[config.mk]
export PLATFORM = sky130hd
export DESIGN_NAME = act_relu_stage
export DESIGN_NICKNAME = d
export VERILOG_FILES = /design/src/rtl/pooling_pkg.sv /design/src/rtl/vec_skid_slice.sv /design/src/rtl/act_relu_stage.sv
export SDC_FILE = /design/constraint.sdc
export NUM_CORES = 1
export LEC_CHECK = 0
export CORE_ASPECT_RATIO = 0.8
export CORE_MARGIN = 1
export CORE_UTILIZATION = 50
export DETAILED_ROUTE_END_ITERATION = 12
export PLACE_DENSITY = 0.79
export SYNTH_ARGS = -nofsm -noshare
export SYNTH_HDL_FRONTEND = slang
export SYNTH_SLANG_ARGS = --single-unit
[constraint.sdc]
create_clock -name clk -period 2.4 [get_ports clk]
set_input_delay 0.72 -clock clk [delete_from_list [all_inputs] [get_ports clk]]
set_output_delay 0.72 -clock clk [all_outputs]
set_load 0.05 [all_outputs]
[src/rtl/pooling_pkg.sv]
// Shared types for the activation/pooling datapath.
// Element, vector and beat bundles plus the ReLU helper.
package pooling_pkg;

  localparam int PXW = 4;
  localparam int PQW = 32;
  localparam int PPW = 8;

  typedef logic [PQW-1:0] elem_t;
  typedef elem_t [PXW-1:0] vec_t;

  typedef struct packed {
    vec_t           d;
    logic [PPW-1:0] x;
    logic [PPW-1:0] y;
    logic           eol;
    logic           eof;
  } beat_t;

  // Sign-bit ReLU: any negative-signed word,
  // including -0, -inf and negative NaN, becomes +0.
  function automatic elem_t relu_f(input elem_t v);
    relu_f = v[PQW-1] ? '0 : v;
  endfunction

endpackage

[src/rtl/vec_skid_slice.sv]
// Full-throughput register slice with a one-entry skid.
// Behaves as a 2-deep FIFO with registered ready.
module vec_skid_slice
  import pooling_pkg::*;
#(
  parameter type T = beat_t
) (
  input  logic clk,
  input  logic rstn,
  input  T     in_i,
  input  logic valid_i,
  output logic ready_o,
  output T     out_o,
  output logic valid_o,
  input  logic ready_i
);

  T     main_q, main_d;
  T     skid_q, skid_d;
  logic mv_q, mv_d;
  logic sv_q, sv_d;
  logic rdy_q;
  logic acc;
  logic drn;

  assign acc     = valid_i & rdy_q;
  assign drn     = mv_q & ready_i;
  assign ready_o = rdy_q;
  assign out_o   = main_q;
  assign valid_o = mv_q;

  // Next state: refill main from skid first, else from input; park in skid when main stalls.
  always_comb begin
    main_d = main_q;
    skid_d = skid_q;
    mv_d   = mv_q;
    sv_d   = sv_q;
    if (drn | ~mv_q) begin
      if (sv_q) begin
        main_d = skid_q;
        mv_d   = 1'b1;
        sv_d   = 1'b0;
      end else if (acc) begin
        main_d = in_i;
        mv_d   = 1'b1;
      end else begin
        mv_d   = 1'b0;
      end
    end else if (acc) begin
      skid_d = in_i;
      sv_d   = 1'b1;
    end
  end

  // State registers; ready is low in reset and follows skid emptiness after.
  always_ff @(posedge clk or negedge rstn) begin
    if (!rstn) begin
      main_q <= '0;
      skid_q <= '0;
      mv_q   <= 1'b0;
      sv_q   <= 1'b0;
      rdy_q  <= 1'b0;
    end else begin
      main_q <= main_d;
      skid_q <= skid_d;
      mv_q   <= mv_d;
      sv_q   <= sv_d;
      rdy_q  <= ~sv_d;
    end
  end

endmodule

[src/rtl/act_relu_stage.sv]
// Activation stage feeding the pooling unit.
// Per-lane ReLU, raster position tags, registered skid slice.
module act_relu_stage
  import pooling_pkg::*;
#(
  parameter int XW       = PXW,
  parameter int QW       = PQW,
  parameter int ifsize_x = 8,
  parameter int ifsize_y = 8,
  parameter int relu_en  = 1,
  localparam int XB = (ifsize_x > 1) ? $clog2(ifsize_x) : 1,
  localparam int YB = (ifsize_y > 1) ? $clog2(ifsize_y) : 1
) (
  input  logic             clk,
  input  logic             rstn,
  input  logic [XW*QW-1:0] data_i,
  input  logic             valid_i,
  output logic             ready_o,
  output logic [XW*QW-1:0] data_o,
  output logic             valid_o,
  input  logic             ready_i,
  output logic [XB-1:0]    pos_x_o,
  output logic [YB-1:0]    pos_y_o,
  output logic             eol_o,
  output logic             eof_o
);

  localparam logic [XB-1:0] XLAST = XB'(ifsize_x - 1);
  localparam logic [YB-1:0] YLAST = YB'(ifsize_y - 1);

  typedef struct packed {
    logic [XW*QW-1:0] d;
    logic [XB-1:0]    x;
    logic [YB-1:0]    y;
    logic             eol;
    logic             eof;
  } tbeat_t;

  logic [XB-1:0]    x_q, x_d;
  logic [YB-1:0]    y_q, y_d;
  logic             x_last;
  logic             y_last;
  logic             acc;
  logic [XW*QW-1:0] relu_d;
  tbeat_t           in_beat;
  tbeat_t           out_beat;

  assign acc    = valid_i & ready_o;
  assign x_last = (x_q == XLAST);
  assign y_last = (y_q == YLAST);

  for (genvar k = 0; k < XW; k++) begin : g_lane
    if (relu_en != 0) begin : g_on
      assign relu_d[k*QW +: QW] = relu_f(data_i[k*QW +: QW]);
    end else begin : g_off
      assign relu_d[k*QW +: QW] = data_i[k*QW +: QW];
    end
  end

  // Raster position of the next accepted beat, wrapping per row and per frame.
  always_comb begin
    x_d = x_q;
    y_d = y_q;
    if (acc) begin
      if (x_last) begin
        x_d = '0;
        y_d = y_last ? '0 : y_q + 1'b1;
      end else begin
        x_d = x_q + 1'b1;
      end
    end
  end

  // Position counters; reset restarts the frame at (0,0).
  always_ff @(posedge clk or negedge rstn) begin
    if (!rstn) begin
      x_q <= '0;
      y_q <= '0;
    end else begin
      x_q <= x_d;
      y_q <= y_d;
    end
  end

  assign in_beat.d   = relu_d;
  assign in_beat.x   = x_q;
  assign in_beat.y   = y_q;
  assign in_beat.eol = x_last;
  assign in_beat.eof = x_last & y_last;

  vec_skid_slice #(
    .T (tbeat_t)
  ) u_slice (
    .clk     (clk),
    .rstn    (rstn),
    .in_i    (in_beat),
    .valid_i (valid_i),
    .ready_o (ready_o),
    .out_o   (out_beat),
    .valid_o (valid_o),
    .ready_i (ready_i)
  );

  assign data_o  = out_beat.d;
  assign pos_x_o = out_beat.x;
  assign pos_y_o = out_beat.y;
  assign eol_o   = out_beat.eol;
  assign eof_o   = out_beat.eof;

endmodule

== Yosys cells after proc, flatten, opt, wreduce, memory -nomap -nowiden ==
Index checks and enable logic that the tools add are counted.

* ROM bits: 0
* Output and inout port bits: 138
* Bits in latches: 0
* Bits in writable memories: 0
* Flip-flop bits (word level): 281
* Logic and storage cells: 42
* Memories: 0
* Input port bits: 132

* Add/subtract/negate cells: 2
* Magnitude comparators: 0
* Shifts and indexed selects: 0
* Equal/unequal tests: 2
* Multipliers: 0
* Bitwise logic cells: 7
* Reductions and logical operators: 4
* Muxes and demuxes: 12
* Divide/modulo/power cells: 0

{| class="wikitable"
|+ Operator list
! operator !! number
|-
| $mux 136 || 2
|-
| $mux 31 || 4
|-
| $add 3x1->3 const B || 2
|-
| $eq 3x3->1 const B || 2
|-
| $mux 3 || 2
|-
| $reduce_and 2->1 || 3
|-
| $mux 1 || 4
|-
| $and 1x1->1 || 3
|-
| $not 1->1 || 3
|-
| $reduce_bool 2->1 || 1
|-
| $or 1x1->1 || 1
|}

== Logic depth before layout (Yosys ltp) ==
* Depth in word-level cells: 4
* Mapped depth: 6
* Gate-level depth less buffers: 5

== Modules after synthesis ==
Synthesis repeated with hierarchy kept, for this count alone.

* Cells, all modules: 893
* Area, all modules: 13172.6 µm²

{| class="wikitable"
|+ Modules (own cells, without submodules)
! module !! area an instance (µm²) !! seq. area each (µm²) !! cells an instance !! times used
|-
| vec_skid_slice || 12036.5 || 6881.6 || 735 || 1
|-
| act_relu_stage || 1136.1 || 150.1 || 158 || 1
|}

== Worst setup path after synthesis ==
Ideal clock, no wire load.

* Path kind: input to register
* Start: input port ready_i
* End: register u_slice.main_q (netlist bit u_slice.out_o[100])
* Setup time: 0.125 ns
* Arrival: 1.714 ns
* Setup slack: 0.561 ns
* Required time: 2.275 ns
* Cell stages on the path: 6
* Path buffers: 3
* Cell sequence: nand2b_1 > nor2b_1 > buf_2 > buf_6 > buf_6 > mux2_4

* Word-level cells in the longest chain between the ends: 3

{| class="wikitable"
|+ RTL lines
! element !! RTL line !! text
|-
| start, declared || act_relu_stage.sv:21 || <nowiki>input logic ready_i,</nowiki>
|-
| $and 1x1->1 || vec_skid_slice.sv:27 || <nowiki>assign drn = mv_q & ready_i;</nowiki>
|-
| $or 1x1->1 || vec_skid_slice.sv:38 || <nowiki>if (drn | ~mv_q) begin</nowiki>
|-
| $reduce_and 2->1 (no source line) || - ||
|-
| end signal, assigned || vec_skid_slice.sv:64 || <nowiki>main_q <= main_d;</nowiki>
|-
| end, declared || vec_skid_slice.sv:18 || <nowiki>T main_q, main_d;</nowiki>
|}

Every way passes these cells.
A chain may end at the register's enable or synchronous reset.

== Worst setup path in the final report ==
* Start: register u_slice.rdy_q, in the netlist u_slice.ready_o
* End: output port ready_o

{| class="wikitable"
|+ RTL lines
! element !! RTL line !! text
|-
| start, declared || vec_skid_slice.sv:22 || <nowiki>logic rdy_q;</nowiki>
|-
| start signal, assigned || vec_skid_slice.sv:68 || <nowiki>rdy_q <= ~sv_d;</nowiki>
|-
| end, declared || act_relu_stage.sv:18 || <nowiki>output logic ready_o,</nowiki>
|}

No word-level cell between the ends.

==> metrics <==
status=finished, final reports clean; final non-filler cell area=16400 µm²; Slew Viols, Final=0; Setup Fix Bufs, Post-CTS=0; clock tree from TritonCTS=built; fin crit period=2320 ps; Netlist cell types=20; sequential share of the synthesized area=55.1%; Worst-Skew Late Latency=530 ps; post-DP HPWL=19900 µm; DRT antenna net count=0; PortBufs=265; row count=51; H-Tree Depth=1; Fill cells=1838; combinational power share=33.0%; Worst EP arrival=1600 ps; Vias/cell=5.14; fin nets=1550; Syn. warnings=0; clk slew on worst S/H paths=60 ps; Sequential Power Share=39.7%; first-pass GRT wire length=46900 µm; # setup viols final=0; crit path max-delay cell type=dlygate4sd2_1; max_slew headroom=58.7%; CORE AREA=24300 µm²; root cell of the clock tree=clkbuf_16; io pins=270; fin util=67.3%; Total Wirelength=28900 µm; cell family with most CP delay=buffers and inverters; Worst Setup End Kind=primary output; gpl congestion=0.771; Worst IR Drop VDD=543 µV; initial detailed-routing violation count=653; cts-stage hold buffer count=0; Setup Crit Path Kind=flip-flop to primary output; layout cell share with drive strength beyond 1=17.0%; Async SR Flop Fraction=100%; Starting Density=51.0%; Inserted Clock Buffers=28; Worst-Margin Slew=619 ps; final hold vios=0; crit-path cells=dlygate4sd2_1; Synth Register Bits=273; Crit path required time=1680 ps; Switch Pwr=0.00574 W; CP Buf/Inv Count=1; drt wl/cell=16.5 µm; P&R area growth vs syn=32.1%; die height=143 µm; GRT Util Overall=23.1%; Placed Area=15600 µm²; vias in the first global route=9026; antenna violations before repair=1; power per cell area=977 nW/µm²; die footprint=25400 µm²; CTS sink count=273; crit path max fanout=5; ANT cells=0; Multi-input gate area=5130 µm²; clock share of power=27.3%; Tightest Hold Check Type=input port to async pin; via count=8980; EDFF count, synth=0; period utilisation layout=96.6%; clock buffer depth=3; Storage cell area=6840 µm²; grt total ovfl=0; Die X=178 µm; Syn Area/Cell=10.7 µm²; Min Hold Slack=135 ps; Lkg Pwr=7.76 nW; mapped cell area=12400 µm²; startpoint class of the critical path=flip-flop; P_int=0.0103 W; Post-Syn Instances=1157; reg-to-reg slack, setup=570 ps; DRT Pass-1 Iters=5; RSZ-0062 raised after global routing=no; maxcap violations=0; CP max stage delay=570 ps; Final Skew=6.88 ps; switch share=35.9%; fmax=431 MHz; Primary FF master, synth=dfrtp_1; DRC=0; largest net degree at the start of global routing=103
[power by group through the flow]
stage | Combinational, W | Sequential (W) | Clock, W
final | 0.00528 | 0.00634 | 0.00437
after global routing | 0.00563 | 0.00647 | 0.00466
after CTS | 0.00532 | 0.00635 | 0.00447
after detailed placement | 0.00569 | 0.00642 | 0
after global placement | 0.00556 | 0.00639 | 0
after floorplan | 0.00179 | 0.00820 | 0
[final timing paths]
kind | startpoint | to | cells past startpoint
min reg2reg | u_slice.skid_q[56]$_DFFE_PN0P_ | u_slice.skid_q[56]$_DFFE_PN0P_ | 2
max reg2reg | u_slice.sv_q$_DFF_PN0_ | u_slice.out_o[14]$_DFFE_PN0P_ | 5
max | u_slice.ready_o$_DFF_PN0_ | ready_o | 1
min | rstn | u_slice.out_o[104]$_DFFE_PN0P_ | 1
max in group asynchronous | rstn | u_slice.out_o[43]$_DFFE_PN0P_ | 2
min in group clk | u_slice.skid_q[56]$_DFFE_PN0P_ | u_slice.skid_q[56]$_DFFE_PN0P_ | 2
[cell families after synthesis]
logic type / Yosys count / share of synthesized area [%]
multiplexers: 148 / 15.9
AND/OR/NAND/NOR: 388 / 14.5
flip-flops: 273 / 55.1
adder cells (fa/ha/maj): 4 / 0.404
other: 1 / 0.0302
AO/OA/AOI/OAI: 255 / 10.4
buffers and inverters: 88 / 3.75
[metrics by stage]
stage          std cells  setup slack, ps  setup TNS, ps  power [W]
3_5_place_dp        1702            -39.1           -843     0.0121
4_1_cts             1748             51.9              0     0.0161
5_1_grt             1748             32.2              0     0.0168
3_3_place_gp        1702            -8.70          -23.7     0.0119
6_report            1748             80.5              0     0.0160
2_1_floorplan       1160              561              0    0.00999
[cell usage in the layout (no fill, tap or decap)]
cell | netlist | layout
or2_2 | 1 | 1
clkdlybuf4s50_1 | 0 | 130
clkinv_2 | 0 | 4
buf_4 | 6 | 28
nand2_1 | 255 | 255
mux2_4 | 80 | 80
nand2b_1 | 127 | 127
inv_1 | 1 | 1
conb_1 | 1 | 4
nand4b_4 | 0 | 1
a21o_1 | 2 | 2
bufinv_16 | 0 | 3
nand3_1 | 1 | 1
a21oi_2 | 1 | 1
nor2b_4 | 0 | 1
o21ai_0 | 252 | 252
dfrtp_4 | 0 | 1
clkbuf_8 | 0 | 5
dlygate4sd2_1 | 0 | 132
dfrtp_1 | 273 | 272
clkbuf_1 | 36 | 5
mux2_2 | 68 | 68
buf_8 | 0 | 1
nor3_1 | 2 | 2
ha_1 | 4 | 4
buf_12 | 0 | 20
clkbuf_16 | 0 | 29
[flip-flops by register name, summed over array words and instances (netlist names)]
register and cells:
u_slice.out_o 132, x_q 3, u_slice.valid_o 1, u_slice.ready_o 1, u_slice.skid_q 132, u_slice.sv_q 1
y_q 3
[routing by layer]
metal | vias to the layer above | GRT usage [%] | part of all wire, %
met2 | 262 | 36.2 | 45
met3 | 44 | 4.90 | 7.1
met4 | 2 | 4.77 | 1.9
met5 | - | 0 | 0.045
li1 | 4364 | - | -
met1 | 4308 | 33.3 | 46
[what timing repair did]
action | in CTS | in global routing
endpoints found under the hold margin | 0 | 0
setup endpoints to repair | 132 | 0
resized for setup | 132 | 0
[synthesized netlist by cell type, types with 2 or more instances]
cell | n | area, µm²
a21o_1 | 2 | 15.0
buf_2 | 36 | 180
buf_4 | 6 | 45.0
buf_6 | 9 | 101
clkbuf_1 | 36 | 135
dfrtp_1 | 273 | 6830
ha_1 | 4 | 50.1
mux2_2 | 68 | 766
mux2_4 | 80 | 1200
nand2_1 | 255 | 957
nand2b_1 | 127 | 795
nor3_1 | 2 | 10.0
o21ai_0 | 252 | 1260
[final cells by class]
cell class,instances,area share (%)
multi-input cells,799,31.3
clock buffers,39,4.97
repair buffers,311,18.8
clock inverters,7,0.673
flip-flops and latches,273,41.8
well taps,318,2.43
inverters,1,0.0229
No activity file was read; power rests on OpenSTA's default activity.
